===== src/rtl/fetch_stage.sv =====
// Instruction fetch stage: issues word-aligned fetches, tracks up to two outstanding
// requests, buffers responses in a 2-entry FIFO and drops stale responses after a redirect.
module fetch_stage #(
    parameter logic [31:0] RESET_PC  = 32'h1000_0000,
    parameter logic [31:0] NOP_INSTR = 32'h7800_0000
) (
    input  logic        clk,
    input  logic        rst_n,
    input  logic        stall,
    input  logic        redirect,
    input  logic [31:0] redirect_pc,
    output logic        imem_req,
    output logic [31:0] imem_addr,
    input  logic        imem_gnt,
    input  logic        imem_rvalid,
    input  logic [31:0] imem_rdata,
    output logic [31:0] instr,
    output logic [31:0] out_PC_next,
    output logic        instr_valid
);

    typedef enum logic {
        RUN   = 1'b0,
        DRAIN = 1'b1
    } state_e;

    state_e      state_q, state_d;
    logic [31:0] pc_q, pc_d;
    logic [1:0]  inflight_q, inflight_d;
    logic [1:0]  discard_q, discard_d;
    logic [1:0]  occ_q, occ_d;
    logic        rd_ptr_q, rd_ptr_d;
    logic        wr_ptr_q, wr_ptr_d;
    logic        req_q, req_d;

    logic [31:0] fifo_instr [2];
    logic [31:0] fifo_pc4   [2];

    logic        grant;
    logic        rsp;
    logic        push;
    logic        pop;
    logic        head_valid;
    logic [31:0] rsp_pc4;
    logic [2:0]  pending_d;

    // Only the word address of a redirect target is meaningful.
    logic unused_redirect_pc_bits;
    assign unused_redirect_pc_bits = ^redirect_pc[1:0];

    // NOTE: every signal gets a default at the top of the block so no path leaves it
    // unassigned; otherwise synthesis infers a latch.
    always_comb begin
        grant      = req_q & imem_gnt;
        rsp        = imem_rvalid & (inflight_q != 2'd0);
        push       = rsp & (discard_q == 2'd0) & ~redirect;
        head_valid = (occ_q != 2'd0) & ~redirect;
        pop        = head_valid & ~stall;

        // Kept responses return in order, so the oldest outstanding address is PC
        // minus four bytes per request still in flight.
        rsp_pc4 = pc_q - {28'd0, inflight_q, 2'b00} + 32'd4;

        inflight_d = inflight_q + {1'b0, grant} - {1'b0, rsp};

        pc_d = pc_q;
        if (redirect) begin
            pc_d = {redirect_pc[31:2], 2'b00};
        end else if (grant) begin
            pc_d = pc_q + 32'd4;
        end

        occ_d    = occ_q;
        rd_ptr_d = rd_ptr_q;
        wr_ptr_d = wr_ptr_q;
        if (redirect) begin
            occ_d    = 2'd0;
            rd_ptr_d = 1'b0;
            wr_ptr_d = 1'b0;
        end else begin
            occ_d    = occ_q + {1'b0, push} - {1'b0, pop};
            rd_ptr_d = rd_ptr_q ^ pop;
            wr_ptr_d = wr_ptr_q ^ push;
        end

        // A redirect while already draining keeps the existing discard accounting.
        discard_d = discard_q;
        if (redirect && (state_q == RUN)) begin
            discard_d = inflight_d;
        end else if (rsp && (discard_q != 2'd0)) begin
            discard_d = discard_q - 2'd1;
        end

        state_d = state_q;
        case (state_q)
            RUN:     if (redirect && (inflight_d != 2'd0)) state_d = DRAIN;
            DRAIN:   if (inflight_d == 2'd0)               state_d = RUN;
            default: state_d = RUN;
        endcase

        // The request is registered from next-state values, so it only drops on a
        // grant or a flush and otherwise stays stable until accepted.
        pending_d = {1'b0, inflight_d} + {1'b0, occ_d};
        req_d     = (state_d == RUN) && (pending_d < 3'd2);
    end

    // NOTE: state registers use non-blocking assignments so every register samples
    // the pre-edge value of its inputs regardless of block ordering.
    always_ff @(posedge clk or negedge rst_n) begin
        if (!rst_n) begin
            state_q    <= RUN;
            pc_q       <= RESET_PC;
            inflight_q <= 2'd0;
            discard_q  <= 2'd0;
            occ_q      <= 2'd0;
            rd_ptr_q   <= 1'b0;
            wr_ptr_q   <= 1'b0;
            req_q      <= 1'b0;
        end else begin
            state_q    <= state_d;
            pc_q       <= pc_d;
            inflight_q <= inflight_d;
            discard_q  <= discard_d;
            occ_q      <= occ_d;
            rd_ptr_q   <= rd_ptr_d;
            wr_ptr_q   <= wr_ptr_d;
            req_q      <= req_d;
        end
    end

    // NOTE: the FIFO storage is deliberately not reset; occupancy gates every read,
    // so stale contents are never visible and the array stays plain flops/RAM.
    always_ff @(posedge clk) begin
        if (push) begin
            fifo_instr[wr_ptr_q] <= imem_rdata;
            fifo_pc4[wr_ptr_q]   <= rsp_pc4;
        end
    end

    assign imem_req    = req_q;
    assign imem_addr   = {pc_q[31:2], 2'b00};
    assign instr_valid = head_valid;
    assign instr       = head_valid ? fifo_instr[rd_ptr_q] : NOP_INSTR;
    assign out_PC_next = head_valid ? fifo_pc4[rd_ptr_q] : 32'd0;

endmodule


===== config.mk =====
export PLATFORM = sky130hd
export DESIGN_NAME = fetch_stage
export DESIGN_NICKNAME = d
export VERILOG_FILES = /design/src/rtl/fetch_stage.sv
export SDC_FILE = /design/constraint.sdc
export NUM_CORES = 1
export LEC_CHECK = 0
export CELL_PAD_IN_SITES_DETAIL_PLACEMENT = 1
export CELL_PAD_IN_SITES_GLOBAL_PLACEMENT = 1
export CORE_UTILIZATION = 42
export CTS_CLUSTER_SIZE = 8
export DETAILED_ROUTE_END_ITERATION = 8
export GPL_TIMING_DRIVEN = 1
export PLACE_DENSITY = 0.93
export SLEW_MARGIN = 30
export SYNTH_ARGS = -nofsm -noshare
export SYNTH_HDL_FRONTEND = slang
export SYNTH_SLANG_ARGS = --single-unit

===== constraint.sdc =====
create_clock -name clk -period 3.72 [get_ports clk]
set_input_delay 0.744 -clock clk [delete_from_list [all_inputs] [get_ports clk]]
set_output_delay 0.744 -clock clk [all_outputs]
set_load 0.02 [all_outputs]

### After elaboration in Yosys (flattened, before gate mapping)

Memory sizes are Yosys's and may differ from the RTL's.
Index checks and enable logic that the tools add are counted.

| operators by class | value |
|---|---|
| $add $sub $neg | 9 |
| order comparisons | 1 |
| muxes and demuxes | 14 |
| bitwise operators | 12 |
| reductions and logical operators | 12 |

Operator list:

| cell | number |
|---|---|
| $mux 32 | 4 |
| $add 32x3->32 const B | 2 |
| $sub 32x4->32 | 1 |
| $reduce_bool 2->1 | 6 |
| $and 1x1->1 | 6 |
| $mux 1 | 6 |
| $mux 2 | 3 |
| $add 2x1->2 | 2 |
| $logic_and 1x1->1 | 4 |
| $logic_not 2->1 | 2 |
| $not 1->1 | 4 |
| $sub 2x1->2 | 2 |
| $add 2x2->3 | 1 |
| $lt 3x2->1 const B | 1 |
| $pmux 1 s2 | 1 |
| $sub 2x1->2 const B | 1 |
| $xor 1x1->1 | 2 |

| storage, ports and cells | value |
|---|---|
| bits in registers | 42 |
| memory bits (writable) | 128 |
| output and inout port bits | 98 |
| word-level logic and storage cells | 58 |
| memories | 2 |

Memory list:

| memory | words | bits a word | read ports | clocked after memory_dff | wr ports | RTL line | source |
|---|---|---|---|---|---|---|---|
| fifo_instr | 2 | 32 | 1 | 0 | 1 | 36 | `logic [31:0] fifo_instr [2];` |
| fifo_pc4 | 2 | 32 | 1 | 0 | 1 | 37 | `logic [31:0] fifo_pc4 [2];` |

### Longest topological paths before layout

Gate-level depths: netlist (run 1).

| depth | value |
|---|---|
| depth after elaboration | 10 |
| depth in mapped cells | 12 |
| mapped depth without buffers | 12 |

### Worst setup path after synthesis (run 1)

OpenSTA, ideal clock, no wires.

| path | value |
|---|---|
| path type | input-to-reg |
| from | in redirect |
| to | mem fifo_instr[1][0], enable pin |
| setup time | 0.427 ns |
| data arrival time | 2.690 ns |
| slack | 0.603 ns |
| cell stages on the path | 4 |
| path buffers | 1 |
| cell sequence | clkbuf_1 nand3b_1 inv_1 ha_1 |

| on the way | value |
|---|---|
| word-level cells in the longest chain between the ends | 4 |

RTL lines:

| what | RTL line | source |
|---|---|---|
| from (decl) | 10 | `input logic redirect,` |
| $not 1->1 | 56 | `push = rsp & (discard_q == 2'd0) & ~redirect;` |
| $and 1x1->1 | 56 |  |
| $mux 1 | 134 | `if (push) begin` |
| $mux 1 (not written as such) | 135 | `fifo_instr[wr_ptr_q] <= imem_rdata;` |
| to (decl) | 36 |  |

No other way between the ends.

### Worst setup path after layout (run 1)

| path | value |
|---|---|
| from | reg occ_q[1] |
| to | out instr[30] |

| on the way | value |
|---|---|
| word-level cells in the longest chain between the ends | 3 |

RTL lines:

| what | RTL line | source |
|---|---|---|
| from (decl) | 31 | `logic [1:0] occ_q, occ_d;` |
| from (signal assigned) | 115 | `occ_q <= 2'd0;` |
| from (signal assigned) | 124 | `occ_q <= occ_d;` |
| $reduce_bool 2->1 | 57 | `head_valid = (occ_q != 2'd0) & ~redirect;` |
| $and 1x1->1 | 57 |  |
| $mux 32 | 143 | `assign instr = head_valid ? fifo_instr[rd_ptr_q] : NOP_INSTR;` |
| to (decl) | 17 | `output logic [31:0] instr,` |

No other way between the ends.

==> metrics.csv, run 1 <==
stage,metric,value,unit
drt,drt drc,0,
cts,H-Tree Level Count,4,
synth,Area contributors post-synth,"edfxtp_1, dfrtp_1, ha_1",
critical_path,worst r2r src,pc_q[2],
floorplan,Row Count,52,
timing,final setup fails,0,
timing,Max-slew headroom,53.5,%
synth,post-synth cell types,61,
floorplan,Die Ht,148,um
drt,Routed wire per std cell,17.9,um
finish,Final nets,1068,
critical_path,crit-path max cell delay,0.61,ns
placement,cell count after placement,1182,
timing,setup TNS,0,ns
timing,Period minus WS final,3.31,ns
timing,RSZ-0062 raised after global routing,no,
drt,TritonRoute pass-1 iters,4,
synth,number of synthesized flops with an enable pin,124,
power,pwr/cell area,539,mW/mm^2
synth,ys flop type,edfxtp_1,
global_routing,total track usage,20.6,%
cts,TritonCTS Buffers,17,
synth,register area share after synthesis,53.0,%
flow_run,maxcap violations,0,
global_routing,total gr overflow,0,
critical_path,Reg2Reg Depth,11,
critical_path,crit path launch type,flop,
synth,"area leader, netlist",edfxtp_1,
outcome,status,"finished, final reports clean",
floorplan,# IOs,168,
critical_path,Crit Path Class,reg -> out,
cts,# Post-CTS Setup Buffers,0,
global_routing,initial antenna violation count,0,
worst_hold_path,hold crit path type,in -> async,
global_routing,global-route wire length before repair,34900,um
drt,Post-DRT Antenna Nets,0,
synth,Yosys warnings,0,
cts,clk sinks,164,
finish,Layout area overhead,28.2,%
cts,TritonCTS clock tree,built,
critical_path,critical path's slowest cell,clkdlybuf4s50_1,
cts,Worst-Skew Late Latency,0.43,ns
power,Max rail drop VDD,0.000284,V
floorplan,full die area,0.0218,mm^2
synth,Yosys reg bits,164,
finish,share of cells above drive strength 1,6.46,%
drt,DRT iter0 DRCs,335,
timing,Slew Limit Fails,0,
critical_path,Crit Path Max Fanout,59,
drt,Routed WL,21800,um
critical_path,CP Capture Type,output pin,
placement,post-DP HPWL,15400,um
placement,Final GP Congestion,0.811,
cts,Resized cells post-CTS,0,
finish,# diodes,0,
drt,Vias per Instance,5.24,
global_routing,largest net degree at the start of global routing,68,
finish,Post-Layout Cell Count,1214,
floorplan,initial core utilization,43.5,%
critical_path,CP arrival,2.57,ns
placement,Port-buffer cells,161,
critical_path,FF-to-FF setup slack,0.51,ns
power,Leak,4.30,nW
synth,"Async S/R FF share, synth",24.4,%
timing,clk_skew,0.0107,ns
timing,Max Freq,0.302,GHz
synth,"Avg Cell Area, Syn",11.5,um^2
synth,mapped cell area,0.00891,mm^2
power,Tot Pwr,0.00616,W
critical_path,crit path cell chain,"nor2_1, or2_2, buf_4, inv_1, nand2_1, clkdlybuf4s50_1",
finish,"commonest cells after routing, fill and taps aside","clkdlybuf4s50_1, edfxtp_1, nor2_1",
drt,vias,6364,
floorplan,core area,0.0205,mm^2
synth,post-synth top area share,41.8,%
cts,register clock-pin slew on the reported worst setup and hold paths,0.07,ns
synth,Post-Syn Instances,777,
cts,cts hold-fix bufs,0,
cts,CTS Buffer Depth,2,
critical_path,WP data required,2.98,ns
global_routing,number of global-route vias before repair,6907,
finish,"commonest non-fill, non-tap cell in the layout",clkdlybuf4s50_1,
timing,actual slew at the worst max-slew pin,0.698,ns
floorplan,die width,148,um
critical_path,r2r endpoint,fifo_pc4[0][28],
cts,root buffer cell,clkbuf_16,
timing,final hold vios,0,
timing,part of the cycle the worst path needs,89.0,%
==> synthesized netlist by cell type (all sizes together), types with 6 or more instances <==
| library cell | instances |
|---|---|
| ha | 65 |
| nand3 | 14 |
| nand4 | 9 |
| o211ai | 6 |
| dfrtp | 39 |
| buf | 9 |
| xnor2 | 45 |
| nor3 | 7 |
| and2 | 7 |
| nor2 | 86 |
| o21ai | 46 |
| nand2 | 65 |
| mux2i | 66 |
| a21o | 18 |
| xor2 | 14 |
| inv | 43 |
| a21oi | 26 |
| edfxtp | 124 |
| clkbuf | 25 |
==> registers in the layout, indices dropped and copies added, names as in the netlist <==
name	cells
imem_req	1
fifo_pc4	60
rd_ptr_q	1
state_q	1
inflight_q	2
fifo_instr	64
pc_q	30
wr_ptr_q	1
occ_q	2
discard_q	2
==> cell type report <==
class | count | area, um^2
tap | 270 | 338
sequential | 164 | 4730
inverter | 43 | 161
multi-input combinational | 539 | 3890
clock buffer | 18 | 429
fill | 2174 | 9070
clock inverter | 14 | 200
timing repair buffer | 166 | 1680
==> how the worst max path moves through the flow <==
stage | endpoint | start | slack [ns] | cells after the start
final | instr[30] | occ_q[1] | 0.41 | 6
after global routing | instr[27] | occ_q[1] | 0.21 | 6
after CTS | instr[30] | occ_q[1] | 0.35 | 6
after detailed placement | imem_req | imem_gnt | 0.37 | 10
after global placement | imem_req | imem_gnt | 0.47 | 10
after floorplan | fifo_instr[1][0] | redirect | 0.60 | 4
==> layer usage <==
| layer | GRT usage [%] | wire length (um) |
|---|---|---|
| met4 | 6.24 | 357 |
| met1 | 25.2 | 9500 |
| met2 | 36.6 | 11200 |
| met5 | 0 | 0 |
| met3 | 3.95 | 697 |
==> critical path: cells and delay by family (launching register included) <==
| family | cells | cell delay, ns |
|---|---|---|
| buf+inv | 3 | 1.36 |
| flops | 1 | 0.39 |
| simple gates | 3 | 0.37 |
==> per-stage QoR <==
stage / hold WS, ns / setup slack [ns] / instance area (um^2) / util (%)
after floorplan: 0.448 / 0.603 / 8920 / -
after global placement: 0.506 / 0.469 / 10800 / 52.7
after detailed placement: 0.517 / 0.370 / 10800 / 52.7
after CTS: 0.479 / 0.351 / 11400 / 55.7
after global routing: 0.317 / 0.211 / 11400 / 55.8
final: 0.290 / 0.409 / 11400 / 55.8
==> power breakdown <==
part,internal (W),switching [W],total (W)
Combinational,0.000818,0.00107,0.00189
Clock,0.00113,0.000740,0.00187
Sequential,0.00225,0.000148,0.00240
Total,0.00420,0.00196,0.00616
==> kinds of logic (layout without fill, tap and decap cells) <==
logic type	after synthesis	in the layout	synth area share, %
other cells	1	4	0.0421
fa+ha+maj	67	67	9.58
buf+inv	77	241	3.50
simple gates	222	222	11.8
xor+xnor	59	59	5.80
mux	67	67	7.54
compound gates	120	120	8.72
flops	164	164	53.0
(Power assumes the default switching activity.)
==> run 2, diff against run 1 <==
--- a/config.mk
+++ b/config.mk
@@ -11,7 +11,7 @@
 export CTS_CLUSTER_SIZE = 8
 export DETAILED_ROUTE_END_ITERATION = 8
 export GPL_TIMING_DRIVEN = 1
-export PLACE_DENSITY = 0.93
+export PLACE_DENSITY_LB_ADDON = 0.1
 export SLEW_MARGIN = 30
 export SYNTH_ARGS = -nofsm -noshare
 export SYNTH_HDL_FRONTEND = slang
==> metrics.csv, run 2 (same netlist as run 1, synthesis figures left out) <==
stage,metric,value,unit,change
drt,Routed wire per std cell,16.9,um,-5.8%
cts,cts hold-fix bufs,0,,unchanged
timing,Max Freq,0.304,GHz,+0.54%
finish,Sequential Area,0.00473,mm^2,unchanged
timing,Max-slew headroom,53.0,%,-0.48 points
critical_path,CP Capture Type,flop,,
timing,Period minus WS final,3.29,ns,-0.0179 ns
global_routing,number of global-route vias before repair,6541,,-5.3%
critical_path,WP data required,3.88,ns,+0.90 ns
global_routing,total gr overflow,0,,unchanged
cts,H-Tree Level Count,4,,unchanged
drt,Routed WL,20500,um,-5.8%
finish,number of flip-flops in the largest register,64,,unchanged
cts,Resized cells post-CTS,0,,unchanged
critical_path,end of the critical path,fifo_pc4[1][28],,
cts,root buffer cell,clkbuf_16,,
drt,drt drc,0,,unchanged
finish,Top reg by flops,fifo_instr,,
placement,post-DP HPWL,14800,um,-3.7%
floorplan,initial core utilization,43.5,%,unchanged
placement,Final GP Congestion,0.798,,-1.6%
critical_path,worst r2r src,pc_q[2],,
finish,fillers,2150,,-1.1%
floorplan,core area,0.0205,mm^2,unchanged
drt,TritonRoute pass-1 iters,4,,unchanged
floorplan,# IOs,168,,unchanged
critical_path,Crit Path Class,reg -> reg,,
floorplan,Row Count,52,,unchanged
timing,clk_skew,0.0127,ns,+0.00201 ns
finish,Post-Layout Cell Count,1214,,unchanged
placement,Port-buffer cells,161,,unchanged
timing,setup TNS,0,ns,unchanged
timing,final setup margin,0.427,ns,+0.0179 ns
power,Leak,4.28,nW,-0.51%
finish,share of cells above drive strength 1,6.46,%,unchanged
finish,# diodes,0,,unchanged
finish,"commonest cells after routing, fill and taps aside","clkdlybuf4s50_1, edfxtp_1, nor2_1",,
finish,Multi-input gate area,0.00389,mm^2,unchanged
finish,Largest regs,"fifo_instr x64, fifo_pc4 x60, pc_q x30",,
cts,TritonCTS Buffers,17,,unchanged
power,pwr/cell area,527,mW/mm^2,-2.2%
cts,# Post-CTS Setup Buffers,0,,unchanged
global_routing,largest net degree at the start of global routing,68,,unchanged
drt,vias,6202,,-2.5%
critical_path,crit path launch type,flop,,
cts,Worst-Skew Late Latency,0.42,ns,about the same
global_routing,initial antenna violation count,0,,unchanged
cts,clk sinks,164,,unchanged
timing,part of the cycle the worst path needs,88.5,%,-0.48 points
outcome,status,"finished, final reports clean",,
critical_path,CP arrival,3.45,ns,+0.88 ns
cts,TritonCTS clock tree,built,,
drt,Post-DRT Antenna Nets,0,,unchanged
cts,CTS Buffer Depth,2,,unchanged
floorplan,Die Ht,148,um,unchanged
global_routing,total track usage,19.4,%,-1.2 points
timing,RSZ-0062 raised after global routing,no,,
timing,final setup fails,0,,unchanged
worst_hold_path,hold crit path type,in -> async,,
placement,cell count after placement,1182,,unchanged
floorplan,full die area,0.0218,mm^2,unchanged
timing,final hold vios,0,,unchanged
floorplan,die width,148,um,unchanged
timing,Slew Limit Fails,0,,unchanged
finish,"commonest non-fill, non-tap cell in the layout",clkdlybuf4s50_1,,
critical_path,Reg2Reg Depth,11,,unchanged
critical_path,FF-to-FF setup slack,0.43,ns,-0.08 ns
placement,Placed Instance Area,0.0108,mm^2,unchanged
power,Max rail drop VDD,0.000308,V,+8.3%
drt,Vias per Instance,5.11,,-2.5%
finish,final instance area,0.0114,mm^2,-0.36%
cts,register clock-pin slew on the reported worst setup and hold paths,0.07,ns,about the same
finish,Layout area overhead,27.8,%,
flow_run,maxcap violations,0,,unchanged
drt,DRT iter0 DRCs,309,,-7.8%
finish,Final nets,1068,,unchanged
global_routing,global-route wire length before repair,33300,um,-4.7%
critical_path,Crit Path Max Fanout,5,,-92%
critical_path,CP startpoint,pc_q[2],,
placement,dpl ws,0.400,ns,+0.0295 ns
power,Tot Pwr,0.00600,W,-2.6%
critical_path,r2r endpoint,fifo_pc4[1][28],,
timing,actual slew at the worst max-slew pin,0.705,ns,+0.00725 ns
==> run 2: power breakdown <==
| group | internal, W | switching [W] | total [W] |
|---|---|---|---|
| clock network | 0.000952 | 0.000801 | 0.00175 |
| logic | 0.000815 | 0.00103 | 0.00185 |
| registers | 0.00225 | 0.000147 | 0.00240 |
| total | 0.00402 | 0.00198 | 0.00600 |
==> run 2: stage by stage <==
stage | hold slack (ns) | utilization [%]
after floorplan | 0.448 | -
after global placement | 0.518 | 52.7
after detailed placement | 0.545 | 52.7
after CTS | 0.493 | 55.5
after global routing | 0.324 | 55.5
final | 0.289 | 55.5
==> run 2: layout make-up <==
type / count / share of cell area, %
Sequential cell: 164 / 41.5
Multi-Input combinational cell: 539 / 34.2
Timing Repair Buffer: 166 / 14.7
Clock buffer: 17 / 3.74
Tap cell: 270 / 2.97
Clock inverter: 15 / 1.43
Inverter: 43 / 1.42
==> run 2: worst min path at each step <==
stage / startpoint / end / cells past startpoint
after detailed placement: state_q / state_q / 1
after global placement: state_q / state_q / 1
after global routing: rst_n / pc_q[29] / 1
after CTS: rst_n / pc_q[29] / 1
final: rst_n / pc_q[31] / 1
after floorplan: rst_n / discard_q[0] / 0
==> run 2: worst max-delay path, cell delays in order, from the launching register on <==
cell and delay [ns]:
dfrtp_1 0.43, inv_1 0.09, ha_1 0.35, inv_1 0.09, fa_1 0.46, a21oi_1 0.16
o21ai_0 0.10, a21oi_1 0.38, o31ai_2 0.18, a211oi_2 0.36, o221ai_1 0.21, xor2_1 0.19
==> run 2: routing by layer <==
layer  share of wire (%)  GRT usage [%]  vias up  wire length [um]
met5                   0              0        -                 0
met4                0.72           4.95        0               147
met3                 4.4           3.36       11               911
met2                  47           32.2      142              9580
met1                  48           26.2     2996              9890
li1                    -              -     3053                 -
==> edit: new RTL, settings of run 2 <==
Reset style: synchronous (`rst_n`), changed in one clocked block.
--- a/src/rtl/fetch_stage.sv
+++ b/src/rtl/fetch_stage.sv
@@ -106,7 +106,7 @@
 
     // NOTE: state registers use non-blocking assignments so every register samples
     // the pre-edge value of its inputs regardless of block ordering.
-    always_ff @(posedge clk or negedge rst_n) begin
+    always_ff @(posedge clk) begin
         if (!rst_n) begin
             state_q    <= RUN;
             pc_q       <= RESET_PC;
Behaviour: differs if rst_n is asserted again (counterexample within 4 cycles, from zero or initial values and one cycle with rst_n low); with rst_n held inactive, the same outputs for 4 cycles.
==> edit against run 2 <==
Cell count grew 4.1%; setup slack got worse by 76 ps; wire length up 2.1%; design area grew 1.2%; sequential cell count unchanged; total power decreased by 14%; synthesized area is 0.31% higher; highest routed layer unchanged.
==> edit: results (changes against run 2) <==
[power_and_ir_drop]
peakVddDrop_mv=0.353  ; +15%

[detailed_routing]
met1_length_mm=10.1  ; +1.8%
routedWlPerCell_um=16.6  ; -2.0%
num_vias=6504  ; +4.9%
initialDrtViolationCount=178  ; -42%
drt_wl_total_mm=20.9  ; +2.1%

[synthesis]
syn_inst=819  ; +5.4%
ys_async_sr_fraction_pct=0  ; -24 points
synthTopCellsByCount=edfxtp_1 (124), nor2_1 (84), ha_1 (65), mux2i_1 (65), nand2_1 (63)
synth.mux.area_fraction_pct=7.41  ; -0.14 points
synthXorXnorAreaFrac_pct=5.98  ; +0.18 points
synthDistinctLibCells=53  ; -13%
synth.area.top_cells=edfxtp_1 (42%), ha_1 (9.1%), dfxtp_1 (9.0%)
synth_compound_area_share_pct=9.66  ; +0.94 points
synth_adder_area_share_pct=9.55  ; -0.029 points

[global_routing]
use_met2_pct=32.7  ; +0.42 points
use_met1_pct=26.4  ; +0.17 points
track_usage_pct=19.7  ; +0.36 points
grt_pass1_wl_mm=33.8  ; +1.6%

[sta]
fin_skew_ps=13.5  ; +0.745 ps

[placement]
place_congestion=0.828  ; +3.7%
pre_cts_ws_ps=194  ; -205 ps
dp_cells=1233  ; +4.3%

[worst_setup_path]
cpMaxStageDelayCell=clkdlybuf4s50_1
max_stage_delay_ps=600  ; +140 ps
cp.arrival_ps=2620  ; -830 ps

[run_status]
status=finished, final reports clean

[min_path]
hp-class=register to register

==> edit: cell count changes after synthesis, sizes merged, moves of 4 or more <==
cell and delta:
a21o -11, a21oi +10, a31oi +5, and2 +26
and3 +5, dfrtp -39, dfxtp +40, inv +6
nand2b +7, o211a +6, o211ai +4, o21ai -5
o21bai +6, xnor2 +4
==> edit: final timing paths <==
kind	end	startpoint	slack (ps)	cells after the start
worst min register to register	imem_req	state_q	570	2
worst min-delay path	imem_req	state_q	570	2
worst max-delay path	instr[30]	redirect	350	7
worst max register to register	fifo_pc4[1][22]	inflight_q[1]	810	10
==> edit: layout make-up <==
| class | instances | area [sq um] |
|---|---|---|
| Sequential cell | 164 | 4530 |
| Timing Repair Buffer | 175 | 1770 |
| Clock inverter | 14 | 170 |
| Fill cell | 2250 | 9040 |
| Tap cell | 270 | 338 |
| Inverter | 49 | 184 |
| Clock buffer | 17 | 425 |
| Multi-Input combinational cell | 575 | 4110 |
==> edit: through the flow <==
step	instance area, sq um	hold WS, ps
finish	11500	572
CTS	11500	585
global placement	10900	574
detailed placement	10900	574
global route	11500	610
floorplan	8950	521
==> edit: logic make-up after synthesis <==
family | after synthesis
AO/OA/AOI/OAI | 136
XOR/XNOR | 61
adder cells (fa/ha/maj) | 67
buffers and inverters | 83
flip-flops | 164
multiplexers | 66
other | 1
AND/OR/NAND/NOR | 241
==> edit: tightest hold or removal path, stage by stage (launching register included) <==
cell and delay (ps):
dfxtp_1 320, o22a_1 150, nor4b_1 50
==> edit: power breakdown <==
part | leakage, nW | total (W) | internal [W] | switching, W
Clock | 0.283 | 0.00177 | 0.00101 | 0.000761
Combinational | 2.55 | 0.00113 | 0.000500 | 0.000634
Sequential | 1.45 | 0.00226 | 0.00218 | 0.0000797
Total | 4.28 | 0.00516 | 0.00369 | 0.00147
